File: src/rtl/frost32_cpu_pkg.sv
// frost32_cpu_pkg: shared types, encodings and decode helpers for the Frost32 core
package frost32_cpu_pkg;
  localparam int WORD_W = 32;
  localparam int NUM_REGS = 16;
  localparam int REG_IDX_W = 4;
  localparam int OP_W = 4;
  localparam int IMM_W = 16;
  typedef enum logic {DiatRead, DiatWrite} data_inout_access_type_t;
  typedef enum logic [1:0] {Dias32, Dias16, Dias8} data_inout_access_size_t;
  typedef struct packed {
    logic [WORD_W-1:0] data;
  } port_in_t;
  typedef struct packed {
    logic [WORD_W-1:0] data;
    logic [WORD_W-1:0] addr;
    logic req_mem_access;
    data_inout_access_type_t data_inout_access_type;
    data_inout_access_size_t data_inout_access_size;
  } port_out_t;
  typedef enum logic [1:0] {StFetch, StExecute, StMem} state_t;
  localparam logic [3:0] GRP_ALU = 4'd0;
  localparam logic [3:0] GRP_ALUI = 4'd1;
  localparam logic [3:0] GRP_BRANCH = 4'd2;
  localparam logic [3:0] GRP_LDST = 4'd3;
  localparam logic [3:0] ALU_ADD = 4'd0;
  localparam logic [3:0] ALU_SUB = 4'd1;
  localparam logic [3:0] ALU_SLTU = 4'd2;
  localparam logic [3:0] ALU_SLTS = 4'd3;
  localparam logic [3:0] ALU_AND = 4'd4;
  localparam logic [3:0] ALU_ORR = 4'd5;
  localparam logic [3:0] ALU_XOR = 4'd6;
  localparam logic [3:0] ALU_NOR = 4'd7;
  localparam logic [3:0] ALU_LSL = 4'd8;
  localparam logic [3:0] ALU_LSR = 4'd9;
  localparam logic [3:0] ALU_ASR = 4'd10;
  localparam logic [3:0] ALUI_CPYHI = 4'd9;
  localparam logic [3:0] BR_BEQ = 4'd0;
  localparam logic [3:0] BR_BNE = 4'd1;
  localparam logic [3:0] BR_BLTU = 4'd2;
  localparam logic [3:0] BR_JMP = 4'd4;
  localparam logic [3:0] BR_CALL = 4'd5;
  localparam logic [3:0] LD_B = 4'd2;
  localparam logic [3:0] ST_B = 4'd5;
  // grp1 lacks slts and nor, so its opcodes slide onto the grp0 ALU codes
  function automatic logic [OP_W-1:0] alui_op(logic [OP_W-1:0] op);
    return op < 4'd3 ? op : op < 4'd6 ? op + 4'd1 : op + 4'd2;
  endfunction
  function automatic data_inout_access_size_t ldst_size(logic [OP_W-1:0] op);
    return (op == 4'd1 || op == 4'd4) ? Dias16 : (op == 4'd2 || op == 4'd5) ? Dias8 : Dias32;
  endfunction
endpackage

File: src/rtl/frost32_cpu_if.sv
// frost32_cpu_if: shared memory port between the core and its memory
interface frost32_cpu_if;
  import frost32_cpu_pkg::*;
  port_in_t in;
  port_out_t out;
  modport master(input in, output out);
  modport slave(output in, input out);
endinterface

File: src/rtl/frost32_alu.sv
// frost32_alu: combinational ALU used by register, immediate and branch-compare paths
module frost32_alu
  import frost32_cpu_pkg::*;
(
  input  logic [OP_W-1:0]   op,
  input  logic [WORD_W-1:0] a,
  input  logic [WORD_W-1:0] b,
  output logic [WORD_W-1:0] y
);
  always_comb begin
    y = '0;
    case (op)
      ALU_ADD:  y = a + b;
      ALU_SUB:  y = a - b;
      ALU_SLTU: y = {31'd0, a < b};
      ALU_SLTS: y = {31'd0, $signed(a) < $signed(b)};
      ALU_AND:  y = a & b;
      ALU_ORR:  y = a | b;
      ALU_XOR:  y = a ^ b;
      ALU_NOR:  y = ~(a | b);
      ALU_LSL:  y = a << b[4:0];
      ALU_LSR:  y = a >> b[4:0];
      ALU_ASR:  y = $signed(a) >>> b[4:0];
      default:  y = '0;
    endcase
  end
endmodule

File: src/rtl/frost32.sv
// frost32_cpu: multi-cycle 32-bit core, fetch/execute/mem over one big-endian memory port
module frost32_cpu
  import frost32_cpu_pkg::*;
#(
  parameter logic [31:0] RESET_PC = 32'h0
) (
  input logic clk,
  input logic rst,
  frost32_cpu_if.master bus
);
  state_t st_q, st_d;
  logic [WORD_W-1:0] pc_q, pc_d, instr_q, instr_d;
  logic [WORD_W-1:0] regs_q [NUM_REGS];
  logic [WORD_W-1:0] regs_d [NUM_REGS];
  logic [3:0] grp, ra, rb, rc, op0, op, alu_op;
  logic [IMM_W-1:0] imm;
  logic [WORD_W-1:0] ra_v, rb_v, rc_v, imm_s, imm_z, alu_a, alu_b, alu_y, ea, pc4, ld_data, st_data, wd;
  logic taken, is_load, is_store, we, in_mem;
  data_inout_access_size_t msize;
  port_out_t o;
  assign grp = instr_q[31:28];
  assign ra = instr_q[27:24];
  assign rb = instr_q[23:20];
  assign rc = instr_q[19:16];
  assign op = instr_q[19:16];
  assign op0 = instr_q[15:12];
  assign imm = instr_q[15:0];
  assign ra_v = regs_q[ra];
  assign rb_v = regs_q[rb];
  assign rc_v = regs_q[rc];
  assign imm_s = {{16{imm[15]}}, imm};
  assign imm_z = {16'h0, imm};
  assign pc4 = pc_q + 32'd4;
  assign ea = rb_v + imm_s;
  assign is_load = op <= LD_B;
  assign is_store = op > LD_B && op <= ST_B;
  assign msize = ldst_size(op);
  // branches reuse the ALU: xor for equality, sltu for unsigned ordering
  always_comb begin
    alu_a = grp == GRP_BRANCH ? ra_v : rb_v;
    alu_b = grp == GRP_ALU ? rc_v : grp == GRP_BRANCH ? rb_v : op < 4'd3 ? imm_s : imm_z;
    alu_op = grp == GRP_ALU ? op0 : grp == GRP_BRANCH ? (op < BR_BLTU ? ALU_XOR : ALU_SLTU) : alui_op(op);
  end
  frost32_alu u_alu (.op(alu_op), .a(alu_a), .b(alu_b), .y(alu_y));
  always_comb begin
    taken = op == BR_BEQ ? alu_y == '0 : op == BR_BNE ? alu_y != '0 : op == BR_BLTU ? alu_y[0] : !alu_y[0];
    ld_data = msize == Dias16 ? {16'h0, bus.in.data[15:0]} : msize == Dias8 ? {24'h0, bus.in.data[7:0]} : bus.in.data;
    st_data = msize == Dias16 ? {16'h0, ra_v[15:0]} : msize == Dias8 ? {24'h0, ra_v[7:0]} : ra_v;
  end
  always_comb begin
    st_d = st_q;
    pc_d = pc_q;
    instr_d = instr_q;
    we = 1'b0;
    wd = alu_y;
    if (st_q == StFetch) begin
      instr_d = bus.in.data;
      st_d = StExecute;
    end else if (st_q == StExecute) begin
      pc_d = pc4;
      st_d = StFetch;
      case (grp)
        GRP_ALU: we = (op0 <= ALU_ASR);
        GRP_ALUI: begin
          we = (op <= ALUI_CPYHI);
          wd = op == ALUI_CPYHI ? {imm, 16'h0} : alu_y;
        end
        GRP_BRANCH: begin
          pc_d = op < BR_JMP ? (taken ? pc4 + imm_s : pc4) : op == BR_JMP ? ra_v : op == BR_CALL ? rb_v : pc4;
          we = (op == BR_CALL);
          wd = pc4;
        end
        GRP_LDST: if (op <= ST_B) begin
          pc_d = pc_q;
          st_d = StMem;
        end
        default: ;
      endcase
    end else begin
      pc_d = pc4;
      st_d = StFetch;
      we = is_load;
      wd = ld_data;
    end
    regs_d = regs_q;
    if (we && ra != 4'd0) regs_d[ra] = wd;
  end
  always_ff @(posedge clk) begin
    if (rst) begin
      st_q <= StFetch;
      pc_q <= RESET_PC;
      instr_q <= '0;
      regs_q <= '{default: '0};
    end else begin
      st_q <= st_d;
      pc_q <= pc_d;
      instr_q <= instr_d;
      regs_q <= regs_d;
    end
  end
  // rst gates the port directly so a request never survives the cycle reset is sampled
  always_comb begin
    in_mem = !rst && st_q == StMem;
    o.req_mem_access = !rst && st_q != StExecute;
    o.addr = rst ? '0 : st_q == StFetch ? pc_q : in_mem ? ea : '0;
    o.data_inout_access_type = in_mem && is_store ? DiatWrite : DiatRead;
    o.data_inout_access_size = in_mem ? msize : Dias32;
    o.data = in_mem && is_store ? st_data : '0;
  end
  assign bus.out = o;
endmodule

File: src/flat_wrapper.sv
// flat-port wrapper written by rule: the top's interface ports become plain ports
module frost32_cpu_flat import frost32_cpu_pkg::*;
#(
  parameter logic [31:0] RESET_PC = 32'h0
)
  (clk, rst, bus_in, bus_out);
  frost32_cpu_if bus_i ();
  input logic clk;
  input logic rst;
  input wire logic [$bits(bus_i.in)-1:0] bus_in;
  output wire logic [$bits(bus_i.out)-1:0] bus_out;
  assign bus_i.in = bus_in;
  assign bus_out = bus_i.out;
  frost32_cpu #(.RESET_PC(RESET_PC)) u_core (.clk(clk), .rst(rst), .bus(bus_i));
endmodule
File: config.mk
export PLATFORM = sky130hd
export DESIGN_NAME = frost32_cpu_flat
export DESIGN_NICKNAME = d
export VERILOG_FILES = /design/src/rtl/frost32_cpu_pkg.sv /design/src/rtl/frost32_cpu_if.sv /design/src/rtl/frost32_alu.sv /design/src/rtl/frost32.sv /design/src/flat_wrapper.sv
export SDC_FILE = /design/constraint.sdc
export NUM_CORES = 2
export LEC_CHECK = 0
export CAP_MARGIN = 25
export CORE_UTILIZATION = 40
export DETAILED_ROUTE_END_ITERATION = 8
export SLEW_MARGIN = 10
export SYNTH_ARGS = -nofsm -noshare
export SYNTH_HDL_FRONTEND = slang
export SYNTH_SLANG_ARGS = --single-unit
File: constraint.sdc
create_clock -name clk -period 9.05 [get_ports clk]
set_input_delay 1.3575 -clock clk [delete_from_list [all_inputs] [get_ports clk]]
set_output_delay 1.3575 -clock clk [all_outputs]
set_load 0.05 [all_outputs]
==> metrics.csv <==
stage;metric;value;unit
status;status;finished clean;
sta;Tcrit/Tclk final;0.9703;
sta;Slew HR;0.1383;
die;die area;121600;µm²
detailed_routing;Residual DRC;0;
global_routing;met2 Usage GRT;0.5538;
yosys;area leader, netlist;dfxtp_1;
yosys;EDFF count, synth;0;
cts;Worst-path clk slew;0.06;ns
die;row cnt;126;
worst_setup_path;RR Startpoint;u_core.instr_q[17]$_SDFFE_PP0P_;
cts;post-CTS setup buffers;0;
worst_setup_path;CP arrival;7.42;ns
die;die width;348.7;µm
yosys;Netlist cell types;100;
cells_and_area;share of cells above drive strength 1;0.1763;
cts;H-Tree Depth;3;
cells_and_area;area of the multi-input gates;34120;µm²
global_routing;initial antenna violation count;9;
worst_setup_path;CP required;7.69;ns
die;core area;118600;µm²
cells_and_area;Layout Utilization;0.4546;
hold_path;Hold Crit Start;u_core.regs_q[417]$_SDFFE_PP0P_;
yosys;Post-Synthesis Cells;5726;
worst_setup_path;Max stage delay on crit path;0.82;ns
worst_setup_path;Worst setup SP type;flop;
yosys;share of the synthesized area in the top cell type;0.2407;
cts;CTS Buf Count;70;
sta;RSZ-0062 raised after global routing;no;
worst_setup_path;Worst path slowest cell;clkdlybuf4s50_1;
global_routing;met1 track demand over resource;0.5086;
yosys;synth top area cells;dfxtp_1, mux4_2, nor2_1, ha_1, nor3_1;
worst_setup_path;critical-path maximum fanout;35;
hold_path;HP Class;flop to flop;
worst_setup_path;crit end category;output pin;
cts;clk_lat worst skew;0.66;ns
global_routing;total grt overflow;0;
worst_setup_path;cell mode on critical path;a21oi_1;
worst_setup_path;critical path launch point;u_core.instr_q[22]$_SDFFE_PP0P_;
sta;# setup viols final;0;
power_and_ir_drop;Power Density;160.7;nW/µm²
cells_and_area;Filler cells;11740;
die;die span in y;348.7;µm
yosys;Seq/Total Area, Yosys;0.2407;
yosys;Top FF cell, synth;dfxtp_1;
detailed_routing;wire per inst;32.80;µm
sta;fmax;113.9;MHz
sta;setup TNS;0;ns
yosys;Avg Synthesized Cell Area;8.395;µm²
global_routing;routing usage on met3;0.1145;
place;number of buffers added on ports;101;
sta;final hold vios;0;
job;max cap viols;0;
global_routing;Most Crowded Layer GR;met2;
detailed_routing;Routed Wire Length;240700;µm
power_and_ir_drop;P_leak;0.01953;µW
detailed_routing;Initial DRC Count;7396;
cts;TritonCTS clock tree;yes;
global_routing;first-pass GRT wire length;340600;µm
yosys;Seq cells post-synth;578;
cells_and_area;Storage cell area;11610;µm²
worst_setup_path;crit path kind;flop to output pin;
global_routing;pin count of the biggest net entering global routing;187;
cts;clk sink count;578;
yosys;mapped cell area;48070;µm²
detailed_routing;via count;49570;
detailed_routing;DR vias/cell;6.754;
place;dpl hpwl;176100;µm
yosys;yosys warns;0;
sta;final slew viol count;0;
cells_and_area;Area Overhead vs Synth;12.12;%
detailed_routing;router iterations before antenna repair;6;
power_and_ir_drop;maximum VDD drop;120.7;µV
die;Initial Utilization;0.4055;
die;io pins;102;
place;GP Congestion;1.129;
yosys;Post-Syn Nets;5939;
cells_and_area;Layout Nets;5895;
yosys;asr flop ratio synth;0;
sta;crit path time final;8.781;ns
cts;Max clock buf depth;3;
sta;Layout Skew;0.04132;ns
sta;actual slew at the worst max-slew pin;1.293;ns
detailed_routing;post-route ant nets;0;
global_routing;vias in the first global route;45300;
worst_setup_path;Reg2Reg Setup Slack;0.33;ns
global_routing;Global Route Usage Sum;0.3854;
cts;Root Driver;clkbuf_16;
-- final timing paths --
check / to / cells past startpoint
worst max-delay path: bus_out[27] / 26
worst min-delay path: u_core.regs_q[417]$_SDFFE_PP0P_ / 2
worst max register to register: u_core.pc_q[13]$_SDFFE_PP0P_ / 26
worst min register to register: u_core.regs_q[417]$_SDFFE_PP0P_ / 2
-- layout by cell type (no fill, tap or decap), drive strengths merged, types with 25 or more instances in the layout --
| cell type | instances |
|---|---|
| xor2 | 36 |
| buf | 305 |
| a21o | 37 |
| mux2i | 164 |
| a221oi | 48 |
| a31oi | 28 |
| o22ai | 38 |
| nand2b | 25 |
| a21oi | 241 |
| nor2b | 64 |
| nor3 | 393 |
| a211oi | 234 |
| mux2 | 63 |
| xnor2 | 70 |
| and3 | 38 |
| a22o | 78 |
| dfxtp | 578 |
| clkdlybuf4s50 | 94 |
| nand3 | 125 |
| o21ai | 262 |
| mux4 | 399 |
| inv | 144 |
| nand2 | 334 |
| ha | 175 |
| and2 | 38 |
| or3 | 35 |
| clkbuf | 105 |
| nor2 | 1087 |
| a22oi | 55 |
| o211ai | 66 |
-- cell type report --
| type | count | area share |
|---|---|---|
| tap | 1600 | 0.03714 |
| multi-input combinational | 4489 | 0.6331 |
| inverter | 144 | 0.01003 |
| timing repair buffer | 399 | 0.06215 |
| sequential | 578 | 0.2153 |
| clock buffer | 105 | 0.03812 |
| antenna | 9 | 0.0004179 |
| clock inverter | 15 | 0.003714 |
-- flip-flops by register name, indices dropped and copies added, names as in the netlist --
register	cells
u_core.pc_q	32
u_core.st_q	2
u_core.regs_q	512
u_core.instr_q	32
-- critical path, delay by kind of cell (launching register included) --
family	cells	cell delay [ns]
AND/OR/NAND/NOR	3	0.29
AO/OA/AOI/OAI	15	3.05
XOR/XNOR	1	0.13
buffers and inverters	5	1.87
multiplexers	1	0.39
flip-flops	1	0.71
adder cells (fa/ha/maj)	1	0.27
-- repair_timing --
item	in CTS	in global routing
resized for setup	0	1
hold buffers	0	0
setup endpoints to repair	0	7
-- where the power goes --
part	switching, µW	total [µW]	internal [µW]
clock network	1210	2860	1650
logic	2210	3130	921
registers	94.7	2670	2580
-- synth_stat cells, types with 13 or more instances --
master	n
nor3_1	393
o22ai_1	38
o21ai_1	29
a22o_1	78
a221oi_1	30
nand3_1	125
nand4_1	22
a21o_1	37
mux4_2	399
nand2_1	333
clkbuf_1	385
mux2i_1	163
o211ai_1	66
or3_1	35
a211oi_1	230
a221oi_2	17
dfxtp_1	578
a21oi_1	240
a22oi_1	54
o31ai_1	21
nor4_1	22
buf_1	57
mux2_2	61
xnor2_1	70
o221ai_1	19
buf_2	61
a31oi_1	27
nand2b_1	25
and2_1	35
a221o_1	13
o21ai_0	231
or2_2	14
xor2_1	36
o21a_1	21
nor2_1	1086
ha_1	175
inv_1	140
o21bai_1	17
and3_1	38
nor2b_1	64
a31o_2	15
-- stage by stage --
stage	worst slack (ns)	area [µm²]	instances	total power, µW	hold slack [ns]
final	0.2688	53900	7339	8660	0.4945
after floorplan	0.9392	48070	5726	4402	0.4555
after CTS	0.4223	53840	7327	8517	0.4860
after global routing	0.01229	53880	7332	8830	0.5081
after global placement	0.6932	51480	7199	5702	0.4736
after detailed placement	0.6669	51580	7207	5686	0.4778
-- kinds of logic after synthesis --
group,after synthesis,synth area share
flip-flops,578,0.2407
adder cells (fa/ha/maj),179,0.04722
AO/OA/AOI/OAI,1346,0.1970
buffers and inverters,659,0.05445
AND/OR/NAND/NOR,2232,0.2053
multiplexers,626,0.2359
XOR/XNOR,106,0.01931
-- per-layer routing --
metal  up-vias  share of wire
met5         -        0.00031
met4        10          0.069
met3       723           0.13
met2      3471           0.41
met1     24090           0.39
li1      21270              -
Note: power is estimated with default switching activity, not from simulation.
